$ cat config.mk
export PLATFORM = sky130hd
export DESIGN_NAME = bf_cfg_write_ctrl
export DESIGN_NICKNAME = d
export VERILOG_FILES = /design/src/rtl/bf_cfg_pkg.sv /design/src/rtl/bf_cfg_cmd_fifo.sv /design/src/rtl/bf_cfg_write_ctrl.sv
export SDC_FILE = /design/constraint.sdc
export NUM_CORES = 1
export LEC_CHECK = 0
export CAP_MARGIN = 20
export CORE_MARGIN = 1
export CORE_UTILIZATION = 35
export DETAILED_ROUTE_END_ITERATION = 12
export GPL_ROUTABILITY_DRIVEN = 0
export PLACE_DENSITY_LB_ADDON = 0.15
export SYNTH_ARGS = -nofsm -noshare
export SYNTH_HDL_FRONTEND = slang
export SYNTH_SLANG_ARGS = --single-unit
$ cat constraint.sdc
create_clock -name clk -period 9.3 [get_ports clk]
set_clock_uncertainty 0.2 [all_clocks]
set_input_delay 1.395 -clock clk [delete_from_list [all_inputs] [get_ports clk]]
set_output_delay 1.395 -clock clk [all_outputs]
set_load 0.02 [all_outputs]
$ cat src/rtl/bf_cfg_pkg.sv
// Shared definitions for the bloom-filter config write path: op encodings,
// write-controller FSM states and default geometry of the config RAM group.
package bf_cfg_pkg;

  localparam logic BF_CFG_OP_SINGLE = 1'b0;
  localparam logic BF_CFG_OP_FILL   = 1'b1;

  typedef enum logic [1:0] {
    ST_IDLE  = 2'd0,
    ST_LOAD  = 2'd1,
    ST_ISSUE = 2'd2
  } bf_cfg_state_e;

  localparam int unsigned BF_CFG_SEL_WIDTH  = 6;
  localparam int unsigned BF_CFG_ADDR_WIDTH = 7;
  localparam int unsigned BF_CFG_DATA_WIDTH = 64;
  localparam int unsigned BF_CFG_LEN_WIDTH  = 8;
  localparam int unsigned BF_CFG_SRAM_NUM   = 48;
  localparam int unsigned BF_CFG_CFG_DEPTH  = 128;

endpackage

$ cat src/rtl/bf_cfg_cmd_fifo.sv
// Command FIFO for the config write controller. DEPTH must be a power of two
// (>= 2). Pointers carry one extra wrap bit so full/empty come straight from
// registered state. Push while full and pop while empty are ignored.
module bf_cfg_cmd_fifo #(
  parameter int unsigned WIDTH = 8,
  parameter int unsigned DEPTH = 4
) (
  input  logic             clk,
  input  logic             rst_n,
  input  logic             push,
  input  logic [WIDTH-1:0] wdata,
  input  logic             pop,
  output logic [WIDTH-1:0] rdata,
  output logic             full,
  output logic             empty
);

  localparam int unsigned AW = $clog2(DEPTH);

  logic [AW:0]      wr_ptr;
  logic [AW:0]      rd_ptr;
  logic [WIDTH-1:0] mem [DEPTH];
  logic             do_push;
  logic             do_pop;

  assign empty   = (wr_ptr == rd_ptr);
  assign full    = (wr_ptr[AW] != rd_ptr[AW]) && (wr_ptr[AW-1:0] == rd_ptr[AW-1:0]);
  assign do_push = push && !full;
  assign do_pop  = pop && !empty;
  assign rdata   = mem[rd_ptr[AW-1:0]];

  // Pointer update; reset flushes the FIFO.
  always_ff @(posedge clk or negedge rst_n) begin
    if (!rst_n) begin
      wr_ptr <= '0;
      rd_ptr <= '0;
    end else begin
      if (do_push) wr_ptr <= wr_ptr + (AW+1)'(1);
      if (do_pop)  rd_ptr <= rd_ptr + (AW+1)'(1);
    end
  end

  // Storage write; contents need no reset since the pointers gate them.
  always_ff @(posedge clk) begin
    if (do_push) mem[wr_ptr[AW-1:0]] <= wdata;
  end

endmodule

$ cat src/rtl/bf_cfg_write_ctrl.sv
// Bloom-filter config RAM write controller. Buffers single-word and fill
// commands, validates them, and issues one registered RAM write per cycle,
// pausing while cfg_hold is high.
// Optional macro BF_CFG_WR_STATS_EN adds wr_count / err_count outputs.
module bf_cfg_write_ctrl
  import bf_cfg_pkg::*;
#(
  parameter int unsigned SEL_WIDTH  = BF_CFG_SEL_WIDTH,
  parameter int unsigned ADDR_WIDTH = BF_CFG_ADDR_WIDTH,
  parameter int unsigned DATA_WIDTH = BF_CFG_DATA_WIDTH,
  parameter int unsigned CFG_DEPTH  = BF_CFG_CFG_DEPTH,
  parameter int unsigned SRAM_NUM   = BF_CFG_SRAM_NUM,
  parameter int unsigned LEN_WIDTH  = BF_CFG_LEN_WIDTH,
  parameter int unsigned FIFO_DEPTH = 4
) (
  input  logic                  clk,
  input  logic                  rst_n,
  input  logic                  cmd_valid,
  output logic                  cmd_ready,
  input  logic                  cmd_op,
  input  logic [SEL_WIDTH-1:0]  cmd_sel,
  input  logic [ADDR_WIDTH-1:0] cmd_addr,
  input  logic [LEN_WIDTH-1:0]  cmd_len,
  input  logic [DATA_WIDTH-1:0] cmd_data,
  input  logic                  cfg_hold,
  output logic [SEL_WIDTH-1:0]  bf_cfg_sram_sel,
  output logic [ADDR_WIDTH-1:0] bf_cfg_addr_write,
  output logic                  bf_cfg_wr_en,
  output logic [DATA_WIDTH-1:0] bf_cfg_data,
  output logic                  busy,
  output logic                  done,
  output logic                  err
`ifdef BF_CFG_WR_STATS_EN
  ,
  output logic [31:0]           wr_count,
  output logic [15:0]           err_count
`endif
);

  localparam int unsigned CMD_W = 1 + SEL_WIDTH + ADDR_WIDTH + LEN_WIDTH + DATA_WIDTH;
  localparam logic [SEL_WIDTH:0]    SRAM_NUM_W = (SEL_WIDTH+1)'(SRAM_NUM);
  localparam logic [ADDR_WIDTH-1:0] LAST_ADDR  = ADDR_WIDTH'(CFG_DEPTH - 1);

  logic                  fifo_full;
  logic                  fifo_empty;
  logic                  fifo_pop;
  logic [CMD_W-1:0]      fifo_rdata;
  logic                  h_op;
  logic [SEL_WIDTH-1:0]  h_sel;
  logic [ADDR_WIDTH-1:0] h_addr;
  logic [LEN_WIDTH-1:0]  h_len;
  logic [DATA_WIDTH-1:0] h_data;

  bf_cfg_state_e         state_q, state_d;
  logic                  op_q, op_d;
  logic [SEL_WIDTH-1:0]  sel_q, sel_d;
  logic [ADDR_WIDTH-1:0] addr_q, addr_d;
  logic [LEN_WIDTH-1:0]  rem_q, rem_d;
  logic [DATA_WIDTH-1:0] data_q, data_d;
  logic [SEL_WIDTH-1:0]  out_sel_d;
  logic [ADDR_WIDTH-1:0] out_addr_d;
  logic [DATA_WIDTH-1:0] out_data_d;
  logic                  wr_en_d;
  logic                  done_d;
  logic                  err_d;

  // Gated by rst_n so the port reads 0 in reset yet accepts on the first
  // edge after release.
  assign cmd_ready = rst_n && !fifo_full;
  assign busy      = !fifo_empty || (state_q != ST_IDLE);

  bf_cfg_cmd_fifo #(
    .WIDTH (CMD_W),
    .DEPTH (FIFO_DEPTH)
  ) u_cmd_fifo (
    .clk   (clk),
    .rst_n (rst_n),
    .push  (cmd_valid && cmd_ready),
    .wdata ({cmd_op, cmd_sel, cmd_addr, cmd_len, cmd_data}),
    .pop   (fifo_pop),
    .rdata (fifo_rdata),
    .full  (fifo_full),
    .empty (fifo_empty)
  );

  assign {h_op, h_sel, h_addr, h_len, h_data} = fifo_rdata;

  // Next-state, working-register and output-register logic.
  always_comb begin
    state_d    = state_q;
    op_d       = op_q;
    sel_d      = sel_q;
    addr_d     = addr_q;
    rem_d      = rem_q;
    data_d     = data_q;
    out_sel_d  = bf_cfg_sram_sel;
    out_addr_d = bf_cfg_addr_write;
    out_data_d = bf_cfg_data;
    wr_en_d    = 1'b0;
    done_d     = 1'b0;
    err_d      = 1'b0;
    fifo_pop   = 1'b0;
    case (state_q)
      ST_IDLE: begin
        if (!fifo_empty) begin
          // rem holds the raw length until LOAD resolves it by op.
          fifo_pop = 1'b1;
          op_d     = h_op;
          sel_d    = h_sel;
          addr_d   = h_addr;
          rem_d    = h_len;
          data_d   = h_data;
          state_d  = ST_LOAD;
        end
      end
      ST_LOAD: begin
        if (({1'b0, sel_q} >= SRAM_NUM_W) ||
            (op_q == BF_CFG_OP_FILL && rem_q == '0)) begin
          done_d  = 1'b1;
          err_d   = 1'b1;
          state_d = ST_IDLE;
        end else begin
          if (op_q == BF_CFG_OP_SINGLE) rem_d = LEN_WIDTH'(1);
          state_d = ST_ISSUE;
        end
      end
      ST_ISSUE: begin
        if (!cfg_hold) begin
          wr_en_d    = 1'b1;
          out_sel_d  = sel_q;
          out_addr_d = addr_q;
          out_data_d = data_q;
          if (rem_q == LEN_WIDTH'(1)) begin
            done_d  = 1'b1;
            state_d = ST_IDLE;
          end else if (addr_q == LAST_ADDR) begin
            done_d  = 1'b1;
            err_d   = 1'b1;
            state_d = ST_IDLE;
          end else begin
            addr_d = addr_q + ADDR_WIDTH'(1);
            rem_d  = rem_q - LEN_WIDTH'(1);
          end
        end
      end
      default: state_d = ST_IDLE;
    endcase
  end

  // State, working registers and registered RAM-port outputs.
  always_ff @(posedge clk or negedge rst_n) begin
    if (!rst_n) begin
      state_q           <= ST_IDLE;
      op_q              <= 1'b0;
      sel_q             <= '0;
      addr_q            <= '0;
      rem_q             <= '0;
      data_q            <= '0;
      bf_cfg_sram_sel   <= '0;
      bf_cfg_addr_write <= '0;
      bf_cfg_data       <= '0;
      bf_cfg_wr_en      <= 1'b0;
      done              <= 1'b0;
      err               <= 1'b0;
    end else begin
      state_q           <= state_d;
      op_q              <= op_d;
      sel_q             <= sel_d;
      addr_q            <= addr_d;
      rem_q             <= rem_d;
      data_q            <= data_d;
      bf_cfg_sram_sel   <= out_sel_d;
      bf_cfg_addr_write <= out_addr_d;
      bf_cfg_data       <= out_data_d;
      bf_cfg_wr_en      <= wr_en_d;
      done              <= done_d;
      err               <= err_d;
    end
  end

`ifdef BF_CFG_WR_STATS_EN
  // Saturating write and error counters, updated with the registered strobes.
  always_ff @(posedge clk or negedge rst_n) begin
    if (!rst_n) begin
      wr_count  <= '0;
      err_count <= '0;
    end else begin
      if (wr_en_d && wr_count != '1)  wr_count  <= wr_count + 32'd1;
      if (err_d && err_count != '1)   err_count <= err_count + 16'd1;
    end
  end
`endif

endmodule

==> out/results.ini <==
[status]
status=completed

[cells_and_area]
final_common_cell=edfxtp_1
final_area_um2=24400
layout_common_cells=edfxtp_1, nand2_1, dfrtp_1
final_cells=2099
synthToLayoutAreaGrowth_pct=20.9
num-nets-final=1396
final_layout_size_suffix_gt1_share_pct=16.0

[detailed_routing]
viasPerCell=4.81
ant_nets=0
drt-initial-drc-count=598
wirelength_um=43800
post-route-drc-count=0
wire_per_inst_um=20.8
firstDrtPassIters=4
routed-via-count=10100

[grt]
grt_pass1_wl_um=66700
grt_pass1_vias=10600
antenna_found_initial=6
grtUsageTotal_pct=15.1
grt_max_degree=65
grt.overflow.total=0

[clock_tree]
clk_latency_ns=0.60
cts_made_buffers=55
ctsResizeCount=0
root_buffer=clkbuf_16
clk_pin_slew_ns=0.06
clock_sinks=518
postCtsSetupBuffers=0
htreeDepth=2
hold_buffers=0
ctsLongestPathBuffers=3
cts_tree=yes

[sta]
tightest_slew_ns=1.03
post-route-min-period_ns=4.55
max_freq_ghz=0.220
whs_ns=0.260
rsz0062_at_grt=false
finalSetupViolCount=0
setup_tns_ns=0
relSlewSlack_pct=31.5
hold_viol=0
fin_crit_sh_pct=48.9
fin_ws_ns=4.75
finalMaxSlewViolations=0

[place]
numPortBuffers=171
hpwl_um=25000
dp_slack_ns=4.71
dp_cells=1993
placed_area_um2=22600

[yosys]
synth_area_leaders=edfxtp_1, dfrtp_1, mux4_1
syn_inst=1101
syn_nets=1203
synth_top_area_cell=edfxtp_1
synth_async_sr_flop_share_pct=33.6
yosys_warnings=0
yosysSeqAreaShare_pct=72.9
syn_area_um2=20100
yosysUniqueCellTypes=54
ys.flop_type=edfxtp_1
ys_ff_latch=518
synth_edf_count=344
synth_top_area_share_pct=51.3
avgSynthCellArea_um2=18.3

[power]
powerDensity_nw_per_um2=332
irDropWorstVdd_v=0.000172
leakagePower_nw=9.21

[worst_setup_path]
slowest_stage=clkdlybuf4s50_1
path_cells=clkbuf_8, inv_1, a31oi_2, clkdlybuf4s50_1
critical_path.max_stage_delay_ns=0.68
cp.required_ns=7.71
rr_startpoint=state_q[0]$_DFFE_PN0P_
criticalPathCategory=in2out
critical_path_arrival_ns=2.96
r2r_cells=7
path_max_fanout=60
startpoint=rst_n
critPathCaptureType=output port
critPathLaunchType=input pin

[floorplanning]
pin_count=172
die_width_um=242
initial_utilization_pct=35.6
core_area_um2=56600
fp.dieH_um=242
rows=87
die-area_um2=58500

[worst_hold_path]
hold_start=data_q[56]$_DFFE_PN0P_
hold_path.class=reg2reg
min_path_cells=2

[job]
maxCapViolations=0

through the flow:
stage / utilization [%] / power, mW
finish: 43.0 / 8.08
global route: 43.0 / 8.51
CTS: 43.0 / 8.23
detailed placement: 40.0 / 6.08
global placement: 40.0 / 6.07
floorplan: - / 5.22
per-layer routing:
| layer | up-vias | share of wire, % | track usage, % | wire length (um) |
|---|---|---|---|---|
| li1 | 4602 | - | - | - |
| met1 | 5258 | 46 | 20.3 | 20000 |
| met2 | 174 | 48 | 24.7 | 21100 |
| met3 | 64 | 3.9 | 3.31 | 1710 |
| met4 | 8 | 2.1 | 4.06 | 897 |
| met5 | - | 0.15 | 0 | 64 |
critical path: cells and delay by family:
family	cells	cell delay (ns)
AO/OA/AOI/OAI	1	0.30
buffers and inverters	3	1.17
cell families (layout without fill, tap and decap cells):
family,count (synthesis),in the layout,share of synthesized area [%]
xor+xnor,13,13,0.696
other cells,0,2,0
fa+ha+maj,12,12,0.745
mux,173,173,16.5
buf+inv,64,304,1.88
flops,518,518,72.9
simple gates,282,282,5.83
compound gates,39,39,1.48
path summary, 6_finish.rpt:
path,to,slack (ns)
max,cmd_ready,4.75
min,bf_cfg_data[56]$_DFFE_PN0P_,0.26
max reg2reg,bf_cfg_data[3]$_DFFE_PN0P_,5.76
min reg2reg,bf_cfg_data[56]$_DFFE_PN0P_,0.26
max in group asynchronous,data_q[13]$_DFFE_PN0P_,7.04
min in group asynchronous,bf_cfg_addr_write[6]$_DFFE_PN0P_,0.55
sequential cells by signal, summed over array words and instances, names as in the netlist:
signal	cells
u_cmd_fifo.mem	344
bf_cfg_data	64
data_q	64
rem_q	8
addr_q	7
bf_cfg_addr_write	7
bf_cfg_sram_sel	6
sel_q	6
u_cmd_fifo.rd_ptr	3
u_cmd_fifo.wr_ptr	3
state_q	2
bf_cfg_wr_en	1
done	1
err	1
op_q	1
final cells by class:
type                       instances  area, um2
fill                            5067      32200
sequential                       518      14700
multi-input combinational        519       5120
timing repair buffer             184       1810
clock buffer                      80       1510
tap                              756        946
clock inverter                    24        215
inverter                          16       61.3
antenna                            2       5.00
where the power goes:
group          total (mW)  switching (mW)  internal (mW)
clock                2.10           0.892           1.21
sequential           3.41           0.360           3.04
combinational        2.57            1.24           1.33
total                8.08            2.49           5.58
Yosys cell counts, drive strengths merged, types with 3 or more instances:
library cell    n
edfxtp        344
nor3            3
a21oi           7
o21ai           9
nand3           7
dfrtp         174
nand2         244
and3            8
nor2            4
ha             12
buf            30
inv            16
o2111ai         3
or3             5
xnor2           8
xor2            5
a31oi           4
clkbuf         18
mux4           86
mux2           86
nand4           3
Note: power is estimated with default switching activity, not from simulation.
==> edit 1, RTL diff (same settings) <==
Put one more register stage on the output `err`, cleared by the reset. The value now appears one clock later. The other outputs are not delayed to match.
--- a/src/rtl/bf_cfg_write_ctrl.sv
+++ b/src/rtl/bf_cfg_write_ctrl.sv
@@ -40,6 +40,8 @@
   localparam int unsigned CMD_W = 1 + SEL_WIDTH + ADDR_WIDTH + LEN_WIDTH + DATA_WIDTH;
   localparam logic [SEL_WIDTH:0]    SRAM_NUM_W = (SEL_WIDTH+1)'(SRAM_NUM);
   localparam logic [ADDR_WIDTH-1:0] LAST_ADDR  = ADDR_WIDTH'(CFG_DEPTH - 1);
+
+  logic err_s0;
 
   logic                  fifo_full;
   logic                  fifo_empty;
@@ -161,7 +163,7 @@
       bf_cfg_data       <= '0;
       bf_cfg_wr_en      <= 1'b0;
       done              <= 1'b0;
-      err               <= 1'b0;
+      err_s0            <= 1'b0;
     end else begin
       state_q           <= state_d;
       op_q              <= op_d;
@@ -174,7 +176,7 @@
       bf_cfg_data       <= out_data_d;
       bf_cfg_wr_en      <= wr_en_d;
       done              <= done_d;
-      err               <= err_d;
+      err_s0            <= err_d;
     end
   end
 
@@ -191,5 +193,13 @@
   end
 `endif
 
+  always_ff @(posedge clk or negedge rst_n) begin
+    if (!rst_n) begin
+      err <= '0;
+    end else begin
+      err <= err_s0;
+    end
+  end
+
 endmodule
 
Formal check against the unedited RTL: not equivalent (a bounded check fails within 4 cycles, from zero or initial values and one cycle with rst_n low).
==> edit 1 against the original RTL <==
- sequential cell count rose by 1
- first-iteration DRC count grew 11%
- register-to-register slack got worse by 180 ps
- via count down 0.93%
- cell area shrank 1.4%
- worst hold slack worse by 5.0 ps
- combinational power shrank 8.2%
- area after synthesis fell by 2.6%
- clock power up 7%
- setup slack worse by 7.7 ps
- sequential share of layout area up 0.99 points
- routed wire length decreased by 2.7%
- total power is 0.63% lower
==> edit 1: results (changes against the original RTL) <==
| Metric | Value |
|---|---|
| DRT iter0 DRCs | `662 (+11%)` |
| Setup WS post-layout | `4740 ps (-7.71 ps)` |
| Largest net degree at the start of global routing | `79 (+22%)` |
| Adder-cell share of the synthesized area | `0.00765 (+0.000196)` |
| CP peak stage delay | `1040 ps (+360 ps)` |
| Post-synthesis cell type count | `48 (-11%)` |
| ANT cells | `0 (-2)` |
| Compound-Gate Fraction of Synth Area | `0.0166 (+0.00179)` |
| Initial antenna violation count | `4 (-2)` |
| Worst vdd ir | `0.163 mV (-5.1%)` |
| Share of cells above drive strength 1 | `0.204 (+0.0432)` |
| Hold Crit Start | `err_s0` |
| Critical Path Source | `u_cmd_fifo.rd_ptr[0]` |
| Share of synthesized area spent on multiplexers | `0.142 (-0.0233)` |
| FF-to-FF End | `u_cmd_fifo.mem[1][17]` |
| Setup slack, reg-to-reg | `5580 ps (-180 ps)` |
| Post-synthesis async set-or-reset flop share | `0.337 (+0.00128)` |
| Max FO, Critical Path | `44 (-27%)` |
| Fin nets | `1407 (+0.79%)` |
| Leak Pwr | `0.00880 uW (-4.5%)` |
| Vias post-DR | `10000 (-0.93%)` |
| Status | `complete, no violations` |
| CTS clk-pin slew, worst paths | `60 ps (about the same)` |
| Worst Tran Pin Value | `1100 ps (+71.7 ps)` |
| Drt first pass iters | `4 (unchanged)` |
| DP Area | `22100 sq um (-2.2%)` |
| GRT Resource Usage Total | `0.153 (+0.00221)` |
| Port bufs | `171 (unchanged)` |
| Post-DP HPWL | `24.3 mm (-2.6%)` |
| Routed WL | `42.6 mm (-2.7%)` |
| R2r worst-path depth | `5 (-2)` |
| Sequential area share after synthesis | `0.749 (+0.0204)` |
| Post-synthesis xor/xnor area fraction | `0.00312 (-0.00383)` |
| Slowest CP cell | `dfrtp_4` |
| Crit-path leading delay family | `flip-flops` |
| First-pass GRT wire length | `65.4 mm (-2.0%)` |
| Syn_nets | `1218 (+1.2%)` |
| Vias in the first global route | `10700 (+0.47%)` |
| Setup Slack @ Placement | `4380 ps (-336 ps)` |
| Synth cell count leaders | `edfxtp_1 (344), nand2_1 (245), dfrtp_1 (175)` |
| Ranking of synthesized cells by area | `edfxtp_1 (53%), dfrtp_1 (22%), mux4_2 (9.9%), nand2_1 (4.7%), mux2_2 (4.2%)` |
-- edit 1: changes by cell type after synthesis, moves of 4 or more --
| cell | delta |
|---|---|
| clkbuf_1 | +9 |
| buf_1 | -5 |
| or3_1 | -5 |
| o21ai_0 | +9 |
| mux4_1 | -67 |
| xor2_1 | -4 |
| nor2_1 | +20 |
| mux2_4 | -41 |
| mux2_2 | +30 |
| a21oi_1 | +10 |
| inv_1 | -6 |
| mux4_2 | +67 |
-- edit 1: cells by family (layout without fill, tap and decap cells) --
kind of cell	Yosys count	after routing
mux	161	161
flops	519	519
fa+ha+maj	12	12
compound gates	53	53
simple gates	302	302
buf+inv	62	297
xor+xnor	7	7
-- edit 1: worst min-delay path by stage --
stage	endpoint	slack, ps	cells after the start
6_report	err	250	0
2_1_floorplan	err	130	0
5_1_grt	err	270	0
3_3_place_gp	err	210	0
3_5_place_dp	err	230	0
4_1_cts	bf_cfg_data[18]	260	2
-- edit 1: area by class of cell --
type                       count  area (sq um)
fill                        4951         31300
sequential                   519         14700
multi-input combinational    535          4610
timing repair buffer         183          1850
clock buffer                  73          1510
tap                          748           936
clock inverter                30           350
inverter                      11          42.5
-- edit 1: through the flow --
stage               cells  power, uW
floorplan            1116       5080
CTS                  2098       8170
global placement     1994       5870
finish               2099       8030
global route         2099       8490
detailed placement   1995       5900
-- edit 1: layer usage --
layer	up-vias	GRT usage	part of all wire
li1	4544	-	-
met1	5224	0.211	0.46
met2	172	0.244	0.48
met3	64	0.0326	0.044
met4	8	0.0449	0.018
met5	-	0	0.0012
-- edit 1: power by group --
group	total [uW]	internal (uW)	leakage, uW	switching (uW)
registers	3430	3050	0.00525	379
logic	2360	1190	0.00265	1170
clock network	2240	1330	0.000905	904
total	8030	5580	0.00880	2450
==> edit 2, RTL diff (same flow settings) <==
Made on the original files. Build with the macro `BF_CFG_WR_STATS_EN` defined.
--- a/src/rtl/bf_cfg_write_ctrl.sv
+++ b/src/rtl/bf_cfg_write_ctrl.sv
@@ -2,6 +2,8 @@
 // commands, validates them, and issues one registered RAM write per cycle,
 // pausing while cfg_hold is high.
 // Optional macro BF_CFG_WR_STATS_EN adds wr_count / err_count outputs.
+`define BF_CFG_WR_STATS_EN
+
 module bf_cfg_write_ctrl
   import bf_cfg_pkg::*;
 #(
Check against the original RTL (old outputs only; new: err_count and wr_count): same outputs for any inputs over 4 cycles, from zero or initial values and one cycle with rst_n low; that may be too few to reach the edited logic, so the function may still have changed.
==> edit 2 against the original RTL <==
- die area up 8.6%
- sequential cell count is 48 higher
- largest cell class unchanged
- setup slack worse by 10 ps
- area after synthesis increased by 8.7%
- critical endpoint unchanged
- cell area up 11%
- critical path depth down 1
- total power is 8.3% higher
- synthesized cell count rose by 20%
- worst hold slack improved by 1.7 ps
- core utilization up 0.97 points
- routed wire length up 14%
- via count up 18%
==> edit 2: results (changes against the original RTL) <==
| Metric | Value |
|---|---|
| Fin nets | `1669 (+20%)` |
| Syn_nets | `1428 (+19%)` |
| Mapped Avg Cell Area | `16.5 sq um (-9.6%)` |
| DP Area | `25000 sq um (+11%)` |
| Setup slack, reg-to-reg | `5750 ps (about the same)` |
| Share of cells above drive strength 1 | `0.184 (+0.0241)` |
| Power share of the sequential group | `0.421 (about the same)` |
| FF-to-FF End | `u_cmd_fifo.mem[3][67]` |
| CTS buffer count | `60 (+9.1%)` |
| Vias per std cell | `4.87 (+1.1%)` |
| Max FO, Critical Path | `80 (+33%)` |
| Setup Slack @ Placement | `4720 ps (+9.20 ps)` |
| Leak Pwr | `0.0101 uW (+10%)` |
| Status | `complete, no violations` |
| Worst vdd ir | `0.179 mV (+3.8%)` |
| Final non-filler cell total | `2455 (+17%)` |
| DRT iter0 DRCs | `620 (+3.7%)` |
| Hold slack final | `262 ps (+1.68 ps)` |
| Met1 WL | `22.9 mm (+15%)` |
| # placed instances | `2339 (+17%)` |
| Critical Path AT | `2970 ps (about the same)` |
| Ranking of synthesized cells by area | `edfxtp_1 (47%), dfrtp_1 (25%), mux4_2 (8.8%), nand2_1 (4.4%), mux2_2 (3.9%)` |
| Post-synthesis cell type count | `56 (+3.7%)` |
| Share of synthesized area spent on multiplexers | `0.129 (-0.0354)` |
| Compound-Gate Fraction of Synth Area | `0.0172 (+0.00242)` |
| Post-DP HPWL | `29.8 mm (+19%)` |
| Vias in the first global route | `12500 (+18%)` |
| Synth cell count leaders | `edfxtp_1 (344), nand2_1 (256), dfrtp_1 (222)` |
| Largest net degree at the start of global routing | `81 (+25%)` |
| Routed met3 length | `2.79 mm (+63%)` |
| Reg-to-reg startpoint | `u_cmd_fifo.rd_ptr[1]` |
| Switch share | `0.311 (+0.00193)` |
| R2r worst-path depth | `5 (-2)` |
edit 2: worst max-delay path by stage:
stage	from	endpoint	slack (ps)	cells after the start
6_report	rst_n	cmd_ready	4740	3
2_1_floorplan	rst_n	u_cmd_fifo.mem[3][0]	4840	2
4_1_cts	rst_n	cmd_ready	4720	3
3_5_place_dp	rst_n	cmd_ready	4720	3
5_1_grt	rst_n	cmd_ready	4630	3
3_3_place_gp	rst_n	cmd_ready	4760	3
edit 2: final cells by class:
type / instances / area (sq um) / area share
diodes: 2 / 5.00 / 0.000184
clock buffers: 83 / 1720 / 0.0633
clock inverters: 31 / 385 / 0.0142
inverters: 15 / 57.6 / 0.00212
multi-input cells: 689 / 5750 / 0.212
flip-flops and latches: 566 / 15900 / 0.585
well taps: 837 / 1050 / 0.0386
repair buffers: 232 / 2290 / 0.0845
edit 2: routing by layer:
layer | up-vias | global-route usage
met2 | 257 | 0.252
li1 | 5430 | -
met3 | 75 | 0.0418
met5 | - | 0
met1 | 6178 | 0.222
met4 | 14 | 0.0358
